File: src/rtl/rr_mux.sv
// Registered N-channel multiplexer with valid/ready handshakes.
// The channel comes from an explicit select (mode 0) or from a round-robin arbiter (mode 1).
module rr_mux #(
  parameter int unsigned WIDTH    = 8,
  parameter int unsigned CHANNELS = 4,
  parameter int unsigned SEL_W    = $clog2(CHANNELS)
) (
  input  logic                      clk,
  input  logic                      rst,
  input  logic                      mode,
  input  logic [SEL_W-1:0]          sel,
  input  logic [CHANNELS*WIDTH-1:0] in_data,
  input  logic [CHANNELS-1:0]       in_valid,
  output logic [CHANNELS-1:0]       in_ready,
  output logic [WIDTH-1:0]          out_data,
  output logic                      out_valid,
  input  logic                      out_ready,
  output logic [SEL_W-1:0]          out_chan
);

  logic [SEL_W-1:0] ptr_q, ptr_d;
  logic [WIDTH-1:0] data_q, data_d;
  logic [SEL_W-1:0] chan_q, chan_d;
  logic             valid_q, valid_d;

  logic             slot_free;
  logic             rr_found;
  logic [SEL_W-1:0] rr_idx;
  logic             grant_valid;
  logic [SEL_W-1:0] grant_idx;
  logic             transfer;

  assign slot_free = !valid_q || out_ready;

  // Search starts at ptr and wraps; the first valid channel wins.
  always_comb begin
    rr_found = 1'b0;
    rr_idx   = '0;
    for (int k = 0; k < int'(CHANNELS); k++) begin
      if (!rr_found && in_valid[(int'(ptr_q) + k) % int'(CHANNELS)]) begin
        rr_found = 1'b1;
        rr_idx   = SEL_W'((int'(ptr_q) + k) % int'(CHANNELS));
      end
    end
  end

  always_comb begin
    grant_valid = 1'b0;
    grant_idx   = '0;
    if (mode) begin
      grant_valid = rr_found;
      grant_idx   = rr_idx;
    end else if (int'(sel) < int'(CHANNELS)) begin
      grant_valid = in_valid[sel];
      grant_idx   = sel;
    end
  end

  always_comb begin
    in_ready = '0;
    if (grant_valid) begin
      in_ready[grant_idx] = slot_free;
    end
  end

  assign transfer = grant_valid && slot_free;

  always_comb begin
    ptr_d   = ptr_q;
    data_d  = data_q;
    chan_d  = chan_q;
    valid_d = valid_q;
    if (transfer) begin
      data_d  = in_data[int'(grant_idx)*int'(WIDTH) +: WIDTH];
      chan_d  = grant_idx;
      valid_d = 1'b1;
      if (mode) begin
        ptr_d = (int'(grant_idx) == int'(CHANNELS) - 1) ? '0 : grant_idx + 1'b1;
      end
    end else if (out_ready) begin
      valid_d = 1'b0;
    end
  end

  always_ff @(posedge clk or posedge rst) begin
    if (rst) begin
      ptr_q   <= '0;
      data_q  <= '0;
      chan_q  <= '0;
      valid_q <= 1'b0;
    end else begin
      ptr_q   <= ptr_d;
      data_q  <= data_d;
      chan_q  <= chan_d;
      valid_q <= valid_d;
    end
  end

  assign out_data  = data_q;
  assign out_chan  = chan_q;
  assign out_valid = valid_q;

endmodule

File: config.mk
export PLATFORM = sky130hd
export DESIGN_NAME = rr_mux
export DESIGN_NICKNAME = d
export VERILOG_FILES = /design/src/rtl/rr_mux.sv
export SDC_FILE = /design/constraint.sdc
export NUM_CORES = 1
export LEC_CHECK = 0
export ABC_AREA = 0
export CAP_MARGIN = 20
export CORE_ASPECT_RATIO = 0.8
export CORE_MARGIN = 8
export CORE_UTILIZATION = 37
export DETAILED_ROUTE_END_ITERATION = 6
export GPL_TIMING_DRIVEN = 0
export PLACE_DENSITY = 0.8
export SYNTH_ARGS = -nofsm -noshare
export SYNTH_HDL_FRONTEND = slang
export SYNTH_SLANG_ARGS = --single-unit
File: constraint.sdc
create_clock -name clk -period 2.2 [get_ports clk]
set_input_delay 0.22 -clock clk [delete_from_list [all_inputs] [get_ports clk]]
set_output_delay 0.22 -clock clk [all_outputs]
set_load 0.005 [all_outputs]
* After elaboration in Yosys (flattened, before gate mapping)
Index checks and enable logic that the tools add are counted.
Storage, ports and cells: flip-flop bits (word level) 13
Cells by class: $add $sub $neg 4, magnitude comparators 7, reduce and logical (&&, ||, !) cells 15, muxes and demuxes 29, bitwise gates (word level) 4, shift operators 1, equality and inequality tests 1
Operator list (number):
- indexed part select 32 x 6 -> 8 bit | 1
- two-way mux 1 bit | 16
- < comparator 3 x 4 -> 1 bit, second input constant | 3
- two-way mux 2 bit | 6
- binary-select mux 1 bit (select 2 bit) | 5
- < comparator 2 x 3 -> 1 bit, second input constant | 3
- OR reduction 2 bit | 3
- logical AND 1 bit | 5
- adder 2 x 1 -> 2 bit, second input constant | 2
- adder 2 bit, second input constant | 2
- AND 4 bit | 1
- zero test 1 bit | 4
- two-way mux 4 bit | 1
- AND 1 bit, first input constant | 3
- demux 1 bit (select 2 bit) | 1
- equality test 2 x 1 -> 1 bit, second input constant | 1
- greater-or-equal comparator 2 x 1 -> 1 bit, second input constant | 1
- AND reduction 2 bit | 1
- nonzero test 2 bit | 1
- logical OR 1 bit | 1

* Longest topological paths before layout
word-level depth 21, gate-level depth with buffers 7

* Worst setup path before layout
OpenSTA, ideal clock, no wires.
path type register to register, from register ptr_q[1], to register ptr_q[1], setup slack 0.310 ns, path buffers 2, period minus slack after synthesis 1.890 ns, data arrival time 1.765 ns, stages on the path, launching flop included 8, required time 2.075 ns, path through dfrtp_1 -> mux2i_1 -> o21ai_0 -> o32ai_1 -> buf_4 -> buf_6 -> ha_1 -> mux2_2
On the way: cells in the longest elaborated chain, start to end 15, elaborated cells between the ends (all ways) 35, classes of those cells 4 x add/sub; 1 x eq/ne; 22 x mux; 8 x reduce/logical
Ends and longest elaborated chain:
- start: declaration | RTL line 21 | logic [SEL_W-1:0] ptr_q, ptr_d;
- start signal: assignment | RTL line 92 | ptr_q <= ptr_d;
- adder 2 x 1 -> 2 bit / binary-select mux 1 bit (select 2 bit) (equally long branches) | RTL line 40, 42
- binary-select mux 1 bit (select 2 bit) / two-way mux 1 bit (equally long branches) | RTL line 40 | if (!rr_found && in_valid[(int'(ptr_q) + k) % int'(CHANNELS)]) begin
- two-way mux 1 bit (implied by the code) | RTL line 40
- two-way mux 1 bit (implied by the code) / zero test 1 bit (equally long branches) | RTL line 40
- logical AND 1 bit | RTL line 40
- two-way mux 1 bit | RTL line 40
- zero test 1 bit | RTL line 40
- logical AND 1 bit | RTL line 40
- two-way mux 1 bit | RTL line 40
- zero test 1 bit | RTL line 40
- logical AND 1 bit | RTL line 40
- two-way mux 2 bit / two-way mux 1 bit (equally long branches) | RTL line 40
- two-way mux 2 bit / two-way mux 1 bit (equally long branches) | RTL line 50 | if (mode) begin
- adder 2 x 1 -> 2 bit (tied with other cells) | RTL line 78 | ptr_d = (int'(grant_idx) == int'(CHANNELS) - 1) ? '0 : grant_idx + 1'b1;
- two-way mux 2 bit / AND reduction 2 bit (equally long branches)
Parallel ways exist; a longest one is shown, timed or not. The select of a mux whose other input is x is not followed. A chain may end at the register's enable or synchronous reset.

* Worst setup path after layout
from register ptr_q[1], to output port in_ready[1]
On the way: cells in the longest elaborated chain, start to end 19, elaborated cells between the ends (all ways) 37, classes of those cells 3 x add/sub; 2 x order compare; 24 x mux; 1 x bitwise; 7 x reduce/logical
Ends and longest elaborated chain:
- adder 2 x 1 -> 2 bit / binary-select mux 1 bit (select 2 bit) (equally long branches) | RTL line 40, 42
- binary-select mux 1 bit (select 2 bit) / two-way mux 1 bit (equally long branches) | RTL line 40
- two-way mux 1 bit (implied by the code) | RTL line 40
- two-way mux 1 bit (implied by the code) / zero test 1 bit (equally long branches) | RTL line 40
- logical AND 1 bit | RTL line 40
- two-way mux 1 bit | RTL line 40
- zero test 1 bit | RTL line 40
- logical AND 1 bit | RTL line 40
- [... 3 more ...]
- two-way mux 2 bit | RTL line 40
- two-way mux 2 bit | RTL line 50
- < comparator 2 x 3 -> 1 bit (implied by the code) / greater-or-equal comparator 2 x 1 -> 1 bit (equally long branches) | RTL line 62 | in_ready[grant_idx] = slot_free;
- logical AND 1 bit (implied by the code) | RTL line 62
- two-way mux 1 bit (implied by the code) | RTL line 62
- demux 1 bit (select 2 bit) | RTL line 62
- AND 4 bit (no source line)
- two-way mux 4 bit * | RTL line 61 | if (grant_valid) begin
- end: declaration | RTL line 14 | output logic [CHANNELS-1:0] in_ready,
Every way passes the cells marked *; elsewhere a longest branch is shown, timed or not. The select of a mux whose other input is x is not followed.

==> summary.md <==
| Metric | Value |
|---|---|
| Remaining DRCs | 0 |
| H-tree depth | 1 |
| Crit-path max cell delay | 0.45 ns |
| Most common cell after layout, fill and taps aside | clkdlybuf4s50_1 |
| Critical Path AT | 1.99 ns |
| ANT nets after route | 0 |
| Setup_tns | -0.00906 ns |
| WL/cell | 18.1 um |
| CP Capture Type | output pin |
| Placed inst area | 0.00154 mm^2 |
| Die Wd | 72.2 um |
| IO Pins | 57 |
| Max Cap Violations | 0 |
| DR iter-0 viols | 53 |
| Mapped Cells | 92 |
| Outcome | finished with violations |
| R2R cell count | 9 |
| Post-Route WL | 3700 um |
| Clock power share | 12.2% |
| Worst slew pin tran | 0.527 ns |
| Fraction of layout cells with a size suffix above 1 | 32.7% |
| Clock-pin slew on the worst setup and hold paths | 0.09 ns |
| Failing checks | negative setup slack |
| Clock root buffer | clkbuf_4 |
| RSZ-0062 raised after global routing | true |
| R2r endpoint | out_data[6] |
| Reg2reg setup slack | 0.10 ns |
| Pre-Repair DR Iteration Count | 4 |
| Util after Layout | 74.0% |
| GPL Wtd Cong | 0.818 |
| Design internal power | 0.854 mW |
| Maximum clock rate | 453 MHz |
| Worst-case clock buffer depth | 2 |
| Crit path cell chain | nand4bb_1 -> buf_4 -> a21oi_2 -> a311oi_2 -> buf_4 -> nand2b_1 -> buf_6 -> nor2b_1 -> buf_2 |
| Finished Layout Cells | 204 |
| CTS buffer count | 3 |
| Design area | 0.00179 mm^2 |
| Synthesized Nets | 135 |
| Slew Limit Fails | 0 |
| Synthesized area per cell | 10.1 um^2 |
| Core area | 0.00242 mm^2 |
| WS Path Type | reg -> out |
| Slowest cell on the critical path | dfrtp_2 |
| Worst clock skew | 0.00810 ns |
| Logic pwr share | 58.5% |
| Top delay family on crit path | buffers and inverters |
| Peak VDD IR | 0.410 mV |
| PortBufs | 56 |
| Clock Sinks | 13 |
| GRT overflow | 0 |
| Final setup violation count | 1 |
| Unique masters post-synth | 28 |
| Startpoint Class | flop |
| Critical path data required time | 1.98 ns |
| Largest net degree at the start of global routing | 14 |
| Nets@finish | 212 |
| Vias in the first global route | 1,065 |
| Crit Path Max Fanout | 5 |
| WP buf/inv | 4 |
| Most common cell on crit path | buf_4 |
| Rows | 16 |
| Min cycle time layout | 2.21 ns |
| Switching Share | 35.1% |
| RR Startpoint | ptr_q[1] |
| TritonCTS clock tree | built |
| CTS Hold Bufs | 0 |
| Setup WS post-layout | -0.00906 ns |
| Yosys warnings | 0 |
| Synthesized flop and latch total | 13 |
| Vias | 1,053 |
| Sequential area share after synthesis | 34.9% |
| Leak Pwr | 0.783 nW |
| Fin crit share | 100% |
| P_sw | 0.461 mW |
| Final hold violation count | 0 |
| Post-DP HPWL | 2600 um |
| Die area | 0.00440 mm^2 |
| First-pass GRT wire length | 5510 um |
| Initial Util | 38.5% |
| Syn-to-layout area delta | 92.0% |
| All-Layer GR Usage | 16.3% |
| Pwr Density | 734 mW/mm^2 |
| Dpl cells | 184 |
| Reg power frac | 29.3% |
| Post-DR vias/cell | 5.16 |
| ANT cells | 0 |
| Most frequent cells in the layout | clkdlybuf4s50_1, mux2i_1, buf_4 |
| Worst slew margin | 64.8% |
| Initial antenna violation count | 0 |
| Cell Area, Synth | 933 um^2 |
| Clock latency on the worst-skew pair | 0.30 ns |
| Hold WC Path Type | in -> async |
| Die Height | 60.9 um |
## worst register-to-register path, stage by stage, from the launching register on
cell       delay (ns)
dfrtp_2          0.45
nand4bb_1        0.21
a21boi_2         0.18
a311oi_2         0.30
buf_4            0.17
buf_6            0.10
buf_4            0.10
buf_4            0.09
nand2_2          0.16
o221ai_1         0.25
## flip-flops by register name (all words and copies together) (netlist names)
| register | flops |
|---|---|
| out_valid | 1 |
| out_data | 8 |
| out_chan | 2 |
| ptr_q | 2 |
## cells in the mapped netlist
| master | number | share of area, % |
|---|---|---|
| buf_6 | 1 | 1.2 |
| mux4_2 | 1 | 2.4 |
| and3b_1 | 1 | 0.94 |
| nand2b_1 | 4 | 2.7 |
| nor3_1 | 1 | 0.54 |
| and2_1 | 1 | 0.67 |
| o221ai_1 | 8 | 7.5 |
| ha_1 | 1 | 1.3 |
| nand2_2 | 1 | 0.67 |
| or2_2 | 2 | 1.3 |
| nand2_1 | 12 | 4.8 |
| mux2i_1 | 18 | 19 |
| o32ai_1 | 1 | 0.94 |
| nand4bb_1 | 2 | 2.4 |
| mux2_2 | 1 | 1.2 |
| o221ai_2 | 1 | 1.6 |
| o21a_1 | 1 | 0.80 |
| nor2b_1 | 3 | 2.0 |
| inv_1 | 4 | 1.6 |
| a311oi_2 | 1 | 1.6 |
| or3b_1 | 1 | 0.94 |
| a21boi_0 | 1 | 0.80 |
| a21oi_1 | 2 | 1.1 |
| buf_4 | 3 | 2.4 |
| o32ai_2 | 1 | 1.7 |
| o21ai_0 | 1 | 0.54 |
| dfrtp_1 | 13 | 35 |
| nor2_1 | 5 | 2.0 |
## layout make-up
cell class / instances / area [um^2]
plain buffers: 4 / 53.8
clock buffers: 3 / 22.5
clock inverters: 1 / 5.00
fillers: 174 / 631
inverters: 4 / 15.0
multi-input cells: 71 / 661
flip-flops and latches: 13 / 327
well taps: 36 / 45.0
repair buffers: 72 / 663
## cell families after synthesis
family	synth area share, %
AO/OA/AOI/OAI	16.6
adder cells (fa/ha/maj)	1.34
multiplexers	22.9
buffers and inverters	5.23
flip-flops	34.9
AND/OR/NAND/NOR	19.0
## worst max path at each step
stage                           start  cells after the start          end  slack, ns
after floorplan              ptr_q[1]                      7     ptr_q[1]       0.31
after global placement    in_valid[0]                      9  in_ready[3]      -0.54
after detailed placement  in_valid[0]                      9  in_ready[3]      -0.63
after CTS                    ptr_q[1]                      9  in_ready[1]      -0.02
after global routing         ptr_q[1]                      9  in_ready[1]      -0.12
final                        ptr_q[1]                      9  in_ready[1]     -0.009
## power groups by stage
| stage | registers (mW) | logic, mW | clock network, mW |
|---|---|---|---|
| detailed placement | 0.382 | 0.570 | 0 |
| floorplan | 0.379 | 0.273 | 0 |
| global route | 0.395 | 0.816 | 0.176 |
| finish | 0.385 | 0.769 | 0.161 |
| global placement | 0.377 | 0.551 | 0 |
| CTS | 0.376 | 0.714 | 0.160 |
## through the flow
| stage | hold WS, ns | setup slack [ns] | total power [mW] |
|---|---|---|---|
| 3_5_place_dp | 0.481 | -0.627 | 0.953 |
| 5_1_grt | 0.310 | -0.120 | 1.39 |
| 3_3_place_gp | 0.462 | -0.537 | 0.928 |
| 2_1_floorplan | 0.0970 | 0.310 | 0.652 |
| 6_report | 0.246 | -0.00906 | 1.32 |
| 4_1_cts | 0.275 | -0.0237 | 1.25 |
## repair_timing
action	CTS	global route
buffers inserted	15	1
hold endpoints to repair	0	0
endpoints found under the setup margin	4	12
gates resized for setup	44	11
pin swaps	7	5
## per-layer routing
layer  share of wire (%)  GRT usage, %  wire, um  up-vias
li1                    -             -         -      500
met1                  41          19.4      1500      506
met2                  52          28.5      1920       41
met3                 6.2          4.13       228        6
met4                 1.4          4.35        51        0
met5                   0             0         0        -
Power figures use the tool's default switching activity.
